--- src/rtl/lutram_fifo128.sv ---
// 128-entry first-word-fall-through FIFO built from RAM128X1D distributed RAM, one primitive per data bit.
// Optional: define LUTRAM_FIFO_ALMOST_FULL_EN to add the ALMOST_FULL_THRESH parameter and a registered almost_full output.

module lutram_fifo128 #(
    parameter int WIDTH = 8
`ifdef LUTRAM_FIFO_ALMOST_FULL_EN
    ,
    parameter int ALMOST_FULL_THRESH = 120
`endif
) (
    input  logic             CLK,
    input  logic             reset,
    input  logic [WIDTH-1:0] process_input,
    input  logic             valid_in,
    output logic             ready,
    output logic [WIDTH-1:0] process_output,
    output logic             valid_out,
    input  logic             ready_downstream,
`ifdef LUTRAM_FIFO_ALMOST_FULL_EN
    output logic             almost_full,
`endif
    output logic [7:0]       count
);

    logic [6:0]       wr_ptr;
    logic [6:0]       rd_ptr;
    logic [7:0]       cnt;
    logic [7:0]       cnt_next;
    logic             push;
    logic             pop;
    logic             we;
    logic [WIDTH-1:0] spo_unused;

    // Flags depend on registered state only, so no input reaches ready or valid_out.
    assign ready     = (cnt != 8'd128);
    assign valid_out = (cnt != 8'd0);
    assign count     = cnt;
    assign push      = valid_in & ready;
    assign pop       = valid_out & ready_downstream;
    assign we        = push & ~reset;

    // NOTE: every variable assigned in always_comb gets a default first, so no latch is inferred.
    always_comb begin
        cnt_next = cnt;
        case ({push, pop})
            2'b10:   cnt_next = cnt + 8'd1;
            2'b01:   cnt_next = cnt - 8'd1;
            default: cnt_next = cnt;
        endcase
    end

    // NOTE: sequential state uses non-blocking assignments so all registers update together at the edge.
    always_ff @(posedge CLK or posedge reset) begin
        if (reset) begin
            wr_ptr <= '0;
            rd_ptr <= '0;
            cnt    <= '0;
        end else begin
            if (push) wr_ptr <= wr_ptr + 7'd1;
            if (pop)  rd_ptr <= rd_ptr + 7'd1;
            cnt <= cnt_next;
        end
    end

`ifdef LUTRAM_FIFO_ALMOST_FULL_EN
    always_ff @(posedge CLK or posedge reset) begin
        if (reset) almost_full <= 1'b0;
        else        almost_full <= (32'(cnt_next) >= ALMOST_FULL_THRESH);
    end
`endif

    for (genvar i = 0; i < WIDTH; i++) begin : g_bit
        RAM128X1D #(
            .INIT(128'h0)
        ) u_ram (
            .WCLK(CLK),
            .WE  (we),
            .A   (wr_ptr),
            .D   (process_input[i]),
            .SPO (spo_unused[i]),
            .DPRA(rd_ptr),
            .DPO (process_output[i])
        );
    end

endmodule

// Behavioural model of the 128x1 dual-port distributed RAM primitive: synchronous write, asynchronous reads.
module RAM128X1D #(
    parameter logic [127:0] INIT = 128'h0
) (
    input  logic       WCLK,
    input  logic       WE,
    input  logic [6:0] A,
    input  logic       D,
    output logic       SPO,
    input  logic [6:0] DPRA,
    output logic       DPO
);

    logic mem [0:127];

    // NOTE: the storage array has no reset; contents only change through the write port.
    always_ff @(posedge WCLK) begin
        if (WE) mem[A] <= D;
    end

    assign SPO = mem[A];
    assign DPO = mem[DPRA];

endmodule

--- config.mk ---
export PLATFORM = sky130hd
export DESIGN_NAME = lutram_fifo128
export DESIGN_NICKNAME = d
export VERILOG_FILES = /design/src/rtl/lutram_fifo128.sv
export SDC_FILE = /design/constraint.sdc
export NUM_CORES = 1
export LEC_CHECK = 0
export BUFFER_PORTS_ARGS = -buffer_cell sky130_fd_sc_hd__buf_2
export CORE_MARGIN = 10
export CORE_UTILIZATION = 40
export DETAILED_ROUTE_END_ITERATION = 8
export PLACE_DENSITY = 0.53
export SETUP_SLACK_MARGIN = 0.15
export SLEW_MARGIN = 20
export SYNTH_ARGS = -nofsm -noshare
export SYNTH_HDL_FRONTEND = slang
export SYNTH_SLANG_ARGS = --single-unit
--- constraint.sdc ---
create_clock -name CLK -period 3.8 [get_ports CLK]
set_input_delay 0.38 -clock CLK [delete_from_list [all_inputs] [get_ports CLK]]
set_output_delay 0.38 -clock CLK [all_outputs]
set_load 0.1 [all_outputs]
-- Word-level counts from Yosys, hierarchy flattened
Memory sizes are Yosys's and may differ from the RTL's.
Index checks and enable logic that the tools add are counted.
- register bits: 22
- bits in writable memories: 1024
- bits of input ports: 12
- output and inout port bits: 18
- logic and storage cells: 27
- memories kept: 8
- add/subtract/negate cells: 4
- equal/unequal tests: 3
- mux-type cells: 3
- bitwise gates (word level): 4
- reductions and logical operators: 2
- memories (name ; depth ; bits a word ; rd ports ; clocked after Yosys merged registers in ; write ports ; RTL line ; RTL):
    g_bit[0].u_ram.mem ; 128 ; 1 ; 1 ; 0 ; 1 ; 101 ; logic mem [0:127];
    g_bit[1].u_ram.mem ; 128 ; 1 ; 1 ; 0 ; 1 ; 101 ;
    g_bit[2].u_ram.mem ; 128 ; 1 ; 1 ; 0 ; 1 ; 101 ;
    g_bit[3].u_ram.mem ; 128 ; 1 ; 1 ; 0 ; 1 ; 101 ;
    g_bit[4].u_ram.mem ; 128 ; 1 ; 1 ; 0 ; 1 ; 101 ;
    g_bit[5].u_ram.mem ; 128 ; 1 ; 1 ; 0 ; 1 ; 101 ;
    2 more memories ; -- ; -- ; -- ; -- ; -- ; -- ;
- operators by type and width (operator ; number):
    one-hot mux 8 bit (2 select lines) ; 1
    adder 7 x 1 -> 7 bit, second input constant ; 2
    adder 8 x 1 -> 8 bit, second input constant ; 1
    inequality test 8 bit, second input constant ; 1
    nonzero test 8 bit ; 1
    subtractor 8 x 1 -> 8 bit, second input constant ; 1
    bitwise AND 1 bit ; 3
    == test 2 x 1 -> 1 bit, second input constant ; 1
    == test 2 bit, second input constant ; 1
    2-to-1 mux 1 bit ; 2
    nonzero test 2 bit ; 1
    inverter 1 bit ; 1

-- Logic depth before layout (Yosys ltp)
- depth after elaboration: 5
- gate-level depth with buffers: 13
- gate-level depth less buffers: 13

-- By module
Synthesis repeated with hierarchy kept, for this count alone.
- cell total of the unflattened synthesis: 4447
- area, all modules: 56324.0 um^2
- modules (own cells, without submodules) (module ; times used ; cells an instance ; area an instance (um^2) ; sequential area each (um^2)):
    RAM128X1D at g_bit[0].u_ram ... ; 6 ; 550 ; 6896.6 ; 3843.7
    RAM128X1D at g_bit[6].u_ram ... ; 2 ; 513 ; 6832.8 ; 3843.7
    lutram_fifo128 ; 1 ; 121 ; 1278.7 ; 550.5

-- Worst setup path after synthesis
OpenSTA, ideal clock, no wires.
- path kind: flip-flop to flip-flop
- from: register cnt[2], in the netlist count[2]
- to: register cnt[7], in the netlist count[7]
- library setup time: 163 ps
- arrival time: 4691 ps
- required time: 3637 ps
- slack: -1054 ps
- stages on the path, launching flop included: 13
- path buffers: 0
- period minus slack after synthesis: 4854 ps
- cells stage by stage: dfrtp_1 > or4_1 > nand4b_1 > and2_1 > inv_1 > ha_1 > ha_1 > a21o_1 > a21oi_1 > o211ai_1 > a21o_1 > and3b_1 > xor2_1
- cells in the longest elaborated chain, start to end: 4
- elaborated cells on any way between the ends: 10
- classes of those cells: add/sub (2); eq/ne (3); mux (1); bitwise (2); reduce/logical (2)
- RTL lines (item ; RTL line ; RTL):
    start, declared ; 27 ; logic [7:0] cnt;
    start signal, assigned ; 61 ; cnt <= cnt_next;
    inequality test 8 bit (*) ; 35 ; assign ready = (cnt != 8'd128);
    named net ready ; 15 ; output logic ready,
    bitwise AND 1 bit (*) ; 38 ; assign push = valid_in & ready;
    == test 2 x 1 -> 1 bit or == test 2 bit (tied branches) ; 45 ; case ({push, pop})
    one-hot mux 8 bit (2 select lines) or nonzero test 2 bit (tied branches) ; -- ;
Mark *: on every way through the listed nets, which the timed path passes. The rest lies on a longest branch.
A chain may end at the register's enable or synchronous reset.

-- Worst setup path in the final report
- from: register rd_ptr[0]
- to: output port process_output[3]
- cells in the longest elaborated chain, start to end: 1
- RTL lines (item ; RTL line ; RTL):
    start, declared ; 26 ; logic [6:0] rd_ptr;
    start signal, assigned ; 60 ; if (pop) rd_ptr <= rd_ptr + 7'd1;
    memory read (128 x 1 bit) ; -- ;
    end, declared ; 16 ; output logic [WIDTH-1:0] process_output,
Every way passes these cells.

==> results <==
- The cell area that synthesis handed to floorplanning was around 0.041 mm2.
- CTS saw 1046 sinks.
- The placeable core region is roughly 0.10 mm2.
- The number of warnings printed during yosys synthesis is 0.
- The number of vias after detailed routing is around 21000.
- The most common flop cell mapped by yosys is sky130_fd_sc_hd__edfxtp_1.
- TritonCTS built the clock tree.
- The startpoint of the tightest hold check path is valid_in.
- The number of nets in the finished design is between 2000 and 2500.
- The vertical die dimension is 340.2 um.
- A synthesized cell averages around 20 um2.
- The share of Yosys cell area claimed by the top area cell type is between 70 and 80%.
- The data required time at the worst endpoint is 3420 ps.
- The number of vias per cell is approximately 5.6.
- The first-pass GRT wire length is 154900 um.
- Clock-pin slew was measured on the worst setup and hold paths at 60 ps.
- The final max-slew violation count is 0.
- The die area is ~0.12 mm2.
- The final weighted congestion in routability-driven placement is about 0.84.
- In the synthesized netlist, the number of instances is 2031.
- The number of buffers created by CTS is roughly 110.
- The remaining max-slew budget at the tightest pin is 31.91%.
- The setup check on the worst reg-to-reg path leaves a slack of between 500 and 600 ps.
- STA classifies the critical path startpoint as a register.
- The final critical-path share of the clock period is 102.4%.
- The starting density of the core is around two fifths.
- For this run, the register share of the synthesized area comes to 76.32%.
- The worst clock skew is 17.28 ps.
- Ranked by total cell area, the synthesized netlist is headed by sky130_fd_sc_hd__edfxtp_1, sky130_fd_sc_hd__mux4_2, sky130_fd_sc_hd__mux2i_1, sky130_fd_sc_hd__nor2_1, sky130_fd_sc_hd__dfrtp_1.
- The flow ran to the end, but the final reports show violations.
- The half-perimeter wire length after placement is 65840 um.
- The worst hold slack is 109.8 ps.
- The clock tree synthesis step divided the H-tree into 3 levels.
- The initial antenna violation count is 2.
- The synthesized netlist contains 56 unique library cells.
- Counting flops with a built-in enable in the synthesized netlist gives 1024.
- The leakage power total is 0.01515 uW.
- In this run the deepest clock path goes through 3 buffers.
- The final reports fail on negative setup slack.
- The top-level port count is 30.
- The least setup slack across all paths after layout is -92.26 ps.
- Counting instances in the post-synthesis netlist gives the leading cell types as sky130_fd_sc_hd__edfxtp_1, sky130_fd_sc_hd__mux4_2, sky130_fd_sc_hd__nor2_1, sky130_fd_sc_hd__mux2i_1, sky130_fd_sc_hd__nand2_1.
- For this run the aggregate overflow at the end of global routing stands at 0.
- The later pin in the worst-skew pair is clocked with a latency of approximately 690 ps.
- In this run the clock root is driven by a sky130_fd_sc_hd__clkbuf_16.
- The peak clock frequency supported by timing is 0.2569 GHz.
- For this run, the detailed router's first-pass iteration total came to 5.
- The overall fraction of global-route tracks in use is roughly 18%.
- Summed over all instances, the cell type with the most area after synthesis is sky130_fd_sc_hd__edfxtp_1.
- The final number of setup-violating endpoints is 7.
- The layout has about 8500 filler cells.
- The reg-to-reg critical path startpoint is count[6].
- Setup repair after global routing could not meet its margin everywhere.
- The number of nets with antenna violations after detailed routing is 0.
- The total power density per cell area is between 700 and 800 mW/mm2.
- The number of DRC violations after detailed-routing iteration 0 is slightly below 2000.
- The die is around 340 um wide.
- The instance count after placement with tap cells included is 3424.
- The worst vdd rail ir drop is between 0.7 and 0.8 mV.
- The remaining design rule violation count is 0.
- In the synthesized netlist the async set-or-reset flop fraction comes to 2.103%.
- The synthesized design contains 1046 register bits.
- The sum of routed wire length over all layers is 107200 um.
- The most numerous cell in the Yosys netlist is sky130_fd_sc_hd__edfxtp_1.
- The worst path arrival time is ~3500 ps.
- The shortest clock period the worst path allows after layout is 3892 ps.
- The transition time at the pin with the least slew margin is between 1000 and 1500 ps.
- In this run the core area contains 117 standard-cell rows.
- The area growth from synthesis to final layout is 16.31%.
- The average routed wire per standard cell is 29.37 um.
- In this run the tool buffered the top-level ports with 29 buffer cells.
- The ratio of cells with drive above 1 in the final layout is 27.31%.
- The final design area excluding fillers is 0.04770 mm2.
- Excluding fillers, the count of instances in the completed layout stands at 3651.
- The number of max-cap violations is 0.
- The worst setup path is of the reg2out kind.
- In this run the worst path has a maximum fanout of 14.
- The cell area reported after detailed placement is 0.04352 mm2.
- STA classifies the critical path endpoint as a primary output.
- The number of global-route vias before repair came to between 20000 and 25000.
- The min-delay analysis places its worst path in the category in2reg.
- The number of hold-slack violations in the final timing report came to 0.
- The number of nets in the synthesized netlist is 2053.
- The maximum number of pins on one net before global-route repair is 122.
- The critical path starts at rd_ptr[0].
per-stage QoR:
step | utilization, % | total power (uW) | setup WS (ps) | setup TNS [ps]
floorplan | - | 20830 | -422.6 | -1308
global placement | 42.77 | 25260 | 148.8 | 0
detailed placement | 42.77 | 25290 | 111.9 | 0
CTS | 46.75 | 36350 | -118.7 | -769.2
global route | 46.88 | 37540 | -175.9 | -1077
finish | 46.88 | 36260 | -92.26 | -416.0
power breakdown:
part	switching (uW)	leakage, uW	internal (uW)	total (uW)
sequential	263	0.00946	12900	13200
combinational	7660	0.00405	5330	13000
clock	4380	0.00164	5740	10100
total	12300	0.0152	24000	36300
path summary, 6_finish.rpt:
| path | end | depth (start not counted) |
|---|---|---|
| worst min-delay path | wr_ptr[1] | 4 |
| worst min register to register | count[7] | 1 |
| min in group asynchronous | count[2] | 4 |
| worst max-delay path | process_output[3] | 11 |
| max in group asynchronous | rd_ptr[1] | 4 |
| worst max register to register | count[6] | 11 |
what timing repair did:
action | CTS | global route
gates cloned | 2 | 1
buffers inserted | 19 | 2
setup endpoints to repair | 8 | 8
gates resized for setup | 78 | 18
hold buffers | 2 | 0
pin swaps | 7 | 3
endpoints found under the hold margin | 29 | 0
kinds of logic (layout without fill, tap and decap cells):
kind of cell,Yosys count,after routing,synth area share [%]
muxes,341,341,14.36
xor gates and xnor gates,17,17,0.3631
DFF,1046,1046,76.32
AOI/OAI and AO/OA,204,204,3.738
and+or+nand+nor,287,287,2.975
other,0,2,0
buffers and inverters,126,376,1.919
adders and majority gates,10,10,0.3234
flip-flops by register name (all words and copies together) (netlist names):
name,cells
rd_ptr,7
count,8
g_bit.u_ram.mem,1024
wr_ptr,7
area by class of cell:
cell class / count / area [um2] / share of cell area [%]
repair buffers: 168 / 1823 / 3.822
multi-input cells: 859 / 9440 / 19.79
diodes: 2 / 5.005 / 0.01049
flip-flops and latches: 1046 / 31330 / 65.68
clock buffers: 125 / 2766 / 5.800
well taps: 1368 / 1712 / 3.588
inverters: 9 / 38.79 / 0.08132
clock inverters: 74 / 586.8 / 1.230
critical path, cell delays in order (launching register included):
cell	delay, ps
sky130_fd_sc_hd__dfrtp_4	530
sky130_fd_sc_hd__buf_12	170
sky130_fd_sc_hd__buf_12	120
sky130_fd_sc_hd__buf_16	160
sky130_fd_sc_hd__buf_12	170
sky130_fd_sc_hd__mux2i_1	150
sky130_fd_sc_hd__o22ai_1	340
sky130_fd_sc_hd__a2111oi_2	100
sky130_fd_sc_hd__buf_4	180
sky130_fd_sc_hd__a211oi_2	260
sky130_fd_sc_hd__o32a_1	410
sky130_fd_sc_hd__buf_12	220
layout by cell type (no fill, tap or decap), types with 7 or more instances in the layout:
master	count
sky130_fd_sc_hd__a2111oi_4	8
sky130_fd_sc_hd__a211oi_1	8
sky130_fd_sc_hd__a211oi_2	7
sky130_fd_sc_hd__a21oi_1	21
sky130_fd_sc_hd__a221oi_1	12
sky130_fd_sc_hd__a22o_1	15
sky130_fd_sc_hd__a22oi_1	23
sky130_fd_sc_hd__buf_12	30
sky130_fd_sc_hd__buf_16	7
sky130_fd_sc_hd__buf_2	13
sky130_fd_sc_hd__buf_4	104
sky130_fd_sc_hd__buf_6	7
sky130_fd_sc_hd__bufinv_16	8
sky130_fd_sc_hd__clkbuf_1	17
sky130_fd_sc_hd__clkbuf_16	109
sky130_fd_sc_hd__clkinv_1	32
sky130_fd_sc_hd__clkinv_2	22
sky130_fd_sc_hd__dfrtp_1	11
sky130_fd_sc_hd__edfxtp_1	1024
sky130_fd_sc_hd__ha_1	7
sky130_fd_sc_hd__inv_1	7
sky130_fd_sc_hd__mux2_2	8
sky130_fd_sc_hd__mux2i_1	133
sky130_fd_sc_hd__mux4_2	197
sky130_fd_sc_hd__nand2_1	62
sky130_fd_sc_hd__nand3_1	12
sky130_fd_sc_hd__nor2_1	127
sky130_fd_sc_hd__nor2_2	25
sky130_fd_sc_hd__nor2b_1	11
sky130_fd_sc_hd__nor3_1	9
sky130_fd_sc_hd__nor3_2	7
sky130_fd_sc_hd__o21ai_0	11
sky130_fd_sc_hd__o221ai_1	17
sky130_fd_sc_hd__o22ai_1	25
sky130_fd_sc_hd__xnor2_1	7
sky130_fd_sc_hd__xor2_1	10
metal layers:
layer,GRT usage (%),vias up,routed length [um]
met1,24.25,10950,43880
met2,30.29,708,52680
met5,0,-,13
li1,-,8699,-
met4,5.546,2,3103
met3,4.135,178,7552
Note: power is estimated with default switching activity, not from simulation.
